===== config.mk =====
export PLATFORM = sky130hd
export DESIGN_NAME = wb_regfile_stage
export DESIGN_NICKNAME = d
export VERILOG_FILES = /design/src/rtl/wb_regfile_stage_pkg.sv /design/src/rtl/wb_regfile_array.sv /design/src/rtl/wb_regfile_stage.sv
export SDC_FILE = /design/constraint.sdc
export NUM_CORES = 2
export LEC_CHECK = 0
export CORE_UTILIZATION = 50
export CTS_BUF_LIST = sky130_fd_sc_hd__clkbuf_2 sky130_fd_sc_hd__clkbuf_4 sky130_fd_sc_hd__clkbuf_8
export CTS_CLUSTER_SIZE = 24
export DETAILED_ROUTE_END_ITERATION = 16
export GPL_ROUTABILITY_DRIVEN = 0
export PLACE_DENSITY = 0.65
export RECOVER_POWER = 100
export SYNTH_ARGS = -nofsm -noshare
export SYNTH_HDL_FRONTEND = slang
export SYNTH_SLANG_ARGS = --single-unit

===== constraint.sdc =====
create_clock -name clk -period 6.6 [get_ports clk]
set_input_delay 0.99 -clock clk [delete_from_list [all_inputs] [get_ports clk]]
set_output_delay 0.99 -clock clk [all_outputs]
set_load 0.005 [all_outputs]

===== src/rtl/wb_regfile_stage_pkg.sv =====
// Shared encodings and defaults for the writeback stage and its register array.
// Imported by wb_regfile_stage and wb_regfile_array.
package wb_regfile_stage_pkg;

    localparam int DATA_W     = 32;
    localparam int NREG       = 32;
    localparam int REG_AW     = 5;
    localparam int RA_IDX_DEF = 31;
    localparam int XP_IDX_DEF = 26;

    typedef enum logic [1:0] {
        REGDST_RT = 2'd0,
        REGDST_RD = 2'd1,
        REGDST_RA = 2'd2,
        REGDST_XP = 2'd3
    } regdst_e;

    // Encoding 3 also selects PC+4; it is handled as the default arm.
    typedef enum logic [1:0] {
        M2R_ALU = 2'd0,
        M2R_MEM = 2'd1,
        M2R_PC  = 2'd2
    } m2r_e;

endpackage


===== src/rtl/wb_regfile_array.sv =====
// 2-read/1-write architectural register array with $0 hardwired to zero.
// Synchronous active-low reset clears every entry.
module wb_regfile_array
    import wb_regfile_stage_pkg::*;
#(
    parameter int DATA_W = wb_regfile_stage_pkg::DATA_W,
    parameter int NREG   = wb_regfile_stage_pkg::NREG,
    parameter int AW     = REG_AW
) (
    input  logic              clk,
    input  logic              reset,
    input  logic              i_wr_en,
    input  logic [AW-1:0]     i_wr_addr,
    input  logic [DATA_W-1:0] i_wr_data,
    input  logic [AW-1:0]     i_rd_addr1,
    input  logic [AW-1:0]     i_rd_addr2,
    output logic [DATA_W-1:0] o_rd_data1,
    output logic [DATA_W-1:0] o_rd_data2
);

    logic [DATA_W-1:0] r_mem [NREG];

    always_ff @(posedge clk) begin
        if (!reset) begin
            for (int i = 0; i < NREG; i++) begin
                r_mem[i] <= '0;
            end
        end else if (i_wr_en && (i_wr_addr != '0)) begin
            r_mem[i_wr_addr] <= i_wr_data;
        end
    end

    // Entry 0 is never written, but the read mux forces zero regardless.
    assign o_rd_data1 = (i_rd_addr1 == '0) ? '0 : r_mem[i_rd_addr1];
    assign o_rd_data2 = (i_rd_addr2 == '0) ? '0 : r_mem[i_rd_addr2];

endmodule


===== src/rtl/wb_regfile_stage.sv =====
// MEM/WB writeback: destination/data select, register commit, ID read ports,
// forwarding export and retired-write counter. Optional macro WB_BYPASS_EN.
module wb_regfile_stage
    import wb_regfile_stage_pkg::*;
#(
    parameter int DATA_W = wb_regfile_stage_pkg::DATA_W,
    parameter int NREG   = wb_regfile_stage_pkg::NREG,
    parameter int RA_IDX = RA_IDX_DEF,
    parameter int XP_IDX = XP_IDX_DEF
) (
    input  logic              clk,
    input  logic              reset,
    input  logic [31:0]       wb_PC_plus4,
    input  logic [DATA_W-1:0] wb_Data_Mem_Out,
    input  logic [DATA_W-1:0] wb_ALUOut,
    input  logic [1:0]        wb_RegDst,
    input  logic              wb_RegWr,
    input  logic [1:0]        wb_MemToReg,
    input  logic [4:0]        wb_RegisterRd,
    input  logic [4:0]        wb_RegisterRt,
    input  logic [4:0]        rd_addr1,
    input  logic [4:0]        rd_addr2,
    output logic [DATA_W-1:0] rd_data1,
    output logic [DATA_W-1:0] rd_data2,
    output logic              fwd_wr_en,
    output logic [4:0]        fwd_wr_addr,
    output logic [DATA_W-1:0] fwd_wr_data,
    output logic [31:0]       retire_cnt
);

    logic [4:0]        w_dst;
    logic [DATA_W-1:0] w_data;
    logic              w_wr_en;
    logic [DATA_W-1:0] w_arr_rd1;
    logic [DATA_W-1:0] w_arr_rd2;
    logic [31:0]       r_retire_cnt;

    always_comb begin
        w_dst = wb_RegisterRt;
        case (wb_RegDst)
            REGDST_RT: w_dst = wb_RegisterRt;
            REGDST_RD: w_dst = wb_RegisterRd;
            REGDST_RA: w_dst = 5'(RA_IDX);
            REGDST_XP: w_dst = 5'(XP_IDX);
            default:   w_dst = wb_RegisterRt;
        endcase
    end

    always_comb begin
        w_data = wb_PC_plus4;
        case (wb_MemToReg)
            M2R_ALU: w_data = wb_ALUOut;
            M2R_MEM: w_data = wb_Data_Mem_Out;
            default: w_data = wb_PC_plus4;
        endcase
    end

    // Reset in the qualifier drops any write presented during reset.
    assign w_wr_en = wb_RegWr && (w_dst != 5'd0) && reset;

    assign fwd_wr_en   = w_wr_en;
    assign fwd_wr_addr = w_dst;
    assign fwd_wr_data = w_data;

    wb_regfile_array #(
        .DATA_W (DATA_W),
        .NREG   (NREG),
        .AW     (5)
    ) u_array (
        .clk        (clk),
        .reset      (reset),
        .i_wr_en    (w_wr_en),
        .i_wr_addr  (w_dst),
        .i_wr_data  (w_data),
        .i_rd_addr1 (rd_addr1),
        .i_rd_addr2 (rd_addr2),
        .o_rd_data1 (w_arr_rd1),
        .o_rd_data2 (w_arr_rd2)
    );

`ifdef WB_BYPASS_EN
    // w_wr_en already excludes $0, so a read of $0 never takes the bypass.
    assign rd_data1 = (w_wr_en && (rd_addr1 == w_dst)) ? w_data : w_arr_rd1;
    assign rd_data2 = (w_wr_en && (rd_addr2 == w_dst)) ? w_data : w_arr_rd2;
`else
    assign rd_data1 = w_arr_rd1;
    assign rd_data2 = w_arr_rd2;
`endif

    always_ff @(posedge clk) begin
        if (!reset) begin
            r_retire_cnt <= 32'd0;
        end else if (w_wr_en) begin
            r_retire_cnt <= r_retire_cnt + 32'd1;
        end
    end

    assign retire_cnt = r_retire_cnt;

endmodule


==> results.sh <==
export IMPL_status="finished, violations left"
export IMPL_violations="max-capacitance violations, max-slew violations"
export IMPL_synth_simple_area_share_pct=9.19
export IMPL_fp_dieH_um=332
export IMPL_utilization_pct=57.9
export IMPL_path_max_fanout=38
export IMPL_synthMuxAreaShare_pct=25.8
export IMPL_p_seq_share_pct=49.8
export IMPL_worstMarginPinSlew_ns=3.43
export IMPL_setup_tns_ns=0
export IMPL_rsz0062_at_grt="false"
export IMPL_initial_core_util_pct=50.7
export IMPL_clkLatencyLatePin_ns=0.85
export IMPL_syn_inst=3880
export IMPL_multi_input_area_um2=21700
export IMPL_synth_distinct_cells=51
export IMPL_maxSlewViolCount=1393
export IMPL_synth_top_flop_cell="edfxtp_1"
export IMPL_powerDensity_nw_per_um2=255
export IMPL_fillCellCount=8525
export IMPL_crit_chain="buf_2 -> clkbuf_1 -> nand3b_1 -> a2111o_1 -> nor3_1 -> nand2_1 -> buf_4 -> nand2_1 -> clkbuf_2"
export IMPL_synth_xor_area_share_pct=0.338
export IMPL_rows=120
export IMPL_synth_compound_area_share_pct=3.72
export IMPL_fin_skew_ns=0.00638
export IMPL_startpoint_type="primary input"
export IMPL_post_drt_wl_per_cell_um=33.7
export IMPL_port_buffers=256
export IMPL_leakagePower_nw=21.5
export IMPL_vias=38100
export IMPL_power_switching_mw=4.25
export IMPL_arrival_ns=6.39
export IMPL_min_period_ns=5.92
export IMPL_h_tree_depth=4
export IMPL_finalPower_mw=15.9
export IMPL_p_clk_share_pct=35.5
export IMPL_dr_pass1_iters=8
export IMPL_synth_top_family_by_area="multiplexers"
export IMPL_ys_seq_elements=1056
export IMPL_crit_top_cell="nand2_1"
export IMPL_grt_max_degree=76
export IMPL_dp_hpwl_um=115000
export IMPL_ctsHoldBuffers=0
export IMPL_cts_setup_buffers=0
export IMPL_yosysSeqAreaShare_pct=57.6
export IMPL_comb_power_share_pct=14.6
export IMPL_switching_share_pct=26.7
export IMPL_drcViolationCount=0
export IMPL_overflow=0
export IMPL_dieArea_um2=110000
export IMPL_antenna_found_initial=4
export IMPL_drtIter0Drc=5486
export IMPL_first_global_vias=37806
export IMPL_finalHoldViolCount=0
export IMPL_slowest_stage="clkbuf_1"
export IMPL_num_io_pins=257
export IMPL_max_stage_delay_ns=1.95
export IMPL_root_buffer="clkbuf_8"
export IMPL_core_area_um2=108000
export IMPL_clkSinkCount=1056
export IMPL_hold_path_depth=1
export IMPL_hp_class="reg2reg"
export IMPL_grt_use_total_pct=34.6
export IMPL_ant_nets=0
export IMPL_yosys_area_share_adder_pct=0.0230
export IMPL_place_ws_ns=1.20
export IMPL_peakVddDrop_mv=0.196
export IMPL_num_nets_final=4243
export IMPL_end_kind="flip-flop"
export IMPL_fmax_mhz=169
export IMPL_drv_cap=45
export IMPL_setup_ws_ns=0.675
export IMPL_grt_pass1_wl_um=270000
export IMPL_drive_gt1_share_pct=26.1
export IMPL_path_clk_slew_ns=0.06
export IMPL_avgSynthCellArea_um2=14.0
export IMPL_finalCritPeriodShare_pct=89.8
export IMPL_final_cell_mix="nor2_1, edfxtp_1, mux4_2, clkbuf_8, clkdlybuf4s50_1"
export IMPL_cts_buffer_depth=3
export IMPL_synthArstFlopShare_pct=0
export IMPL_syn_to_final_growth_pct=14.1
export IMPL_seq_area_um2=31400
export IMPL_vias_per_cell=6.73
export IMPL_ys_warn_count=0
export IMPL_setup_viol=0
export IMPL_reg2regPathDepth=6
export IMPL_synth_edff_count=1024
export IMPL_cts_tree="done"
export IMPL_die_x_um=332
export IMPL_cts_buffers=177
export IMPL_syn_area_um2=54500
export IMPL_required_ns=7.07
export IMPL_p_int_mw=11.6
export IMPL_relSlewSlack_pct=-129
export IMPL_path_class="in2reg"
export IMPL_hold_slack_ns=0.481
export IMPL_drt_wl_total_um=191000
export IMPL_layout_commonest_cell="nor2_1"
export IMPL_ctsResizeCount=0
==> power groups by stage <==
stage | clock network, mW | registers (mW) | logic, mW
2_1_floorplan | 0 | 7.96 | 1.33
3_3_place_gp | 0 | 8.01 | 2.31
3_5_place_dp | 0 | 8.03 | 2.32
4_1_cts | 5.67 | 7.89 | 2.32
5_1_grt | 5.96 | 7.94 | 2.40
6_report | 5.64 | 7.91 | 2.32
==> state kept, by name, indices dropped and copies added (netlist names) <==
name,cells
retire_cnt,32
u_array.r_mem,1024
==> final timing paths <==
check / from / to / slack (ns)
hold / removal: retire_cnt[31] / retire_cnt[31] / 0.48
setup reg to reg: retire_cnt[0] / retire_cnt[28] / 4.37
hold reg to reg: retire_cnt[31] / retire_cnt[31] / 0.48
setup / recovery: reset / u_array.r_mem[5][2] / 0.68
==> synth_stat cells, types with 2 or more instances <==
master     number  area (µm²)
dfxtp_1        32         641
o22ai_1         2        12.5
a221oi_1       17         149
mux4_2        512       11500
a211oi_1        8        60.1
a22oi_1        47         353
nor4_2          2        25.0
buf_1          28         105
a2111oi_0      11        96.3
nor2_1       1075        4040
nor3_1          2        10.0
and2_1          5        31.3
a211o_1         2        17.5
nand3_1        21         105
a211oi_2        2        25.0
and3_1          5        31.3
buf_4           2        15.0
nand2b_1        9        56.3
o21ai_0        50         250
mux2i_1       123        1230
edfxtp_1     1024       30700
or3_1           2        12.5
buf_2         125         626
and4_1          6        52.6
nand2_1       126         473
nand4_1         9        56.3
or3b_2          2        17.5
a21oi_2         2        17.5
nor2b_1         8        50.1
a31oi_1        47         294
xnor2_1        21         184
or2_2           2        12.5
o21ai_1        18        90.1
mux2_2        112        1260
inv_1          39         146
clkbuf_1      247         927
a21oi_1       121         606
==> metal layers <==
metal,vias to the layer above,wire (µm),global-route usage [%]
met5,-,12,0
li1,15220,-,-
met4,2,11300,18.2
met1,19518,68200,46.0
met3,504,24100,8.41
met2,2856,87400,53.1
==> per-stage QoR <==
step	std cells	instance area [µm²]
floorplan	3911	54600
global placement	5343	59200
detailed placement	5343	59200
CTS	5660	62600
global route	5662	62200
finish	5664	62200
==> cell families (layout without fill, tap and decap cells) <==
family | count (synthesis) | after routing
buf+inv | 442 | 788
other cells | 1 | 36
compound gates | 333 | 333
simple gates | 1278 | 1278
fa+ha+maj | 1 | 1
xor+xnor | 21 | 21
mux | 748 | 748
flops | 1056 | 1056
==> worst max-delay path, delay by kind of cell <==
family / cells / cell delay (ns)
and+or+nand+nor: 4 / 1.58
buffers and inverters: 4 / 3.28
AOI/OAI and AO/OA: 1 / 0.47
==> final cells by class <==
cell class	instances	area share (%)
Sequential cell	1056	50.5
Multi-Input combinational cell	2413	34.9
Timing Repair Buffer	432	6.22
Clock buffer	241	4.74
Tap cell	1403	2.82
Clock inverter	76	0.606
Inverter	39	0.235
Antenna cell	4	0.0161
No activity file was read; power rests on OpenSTA's default activity.
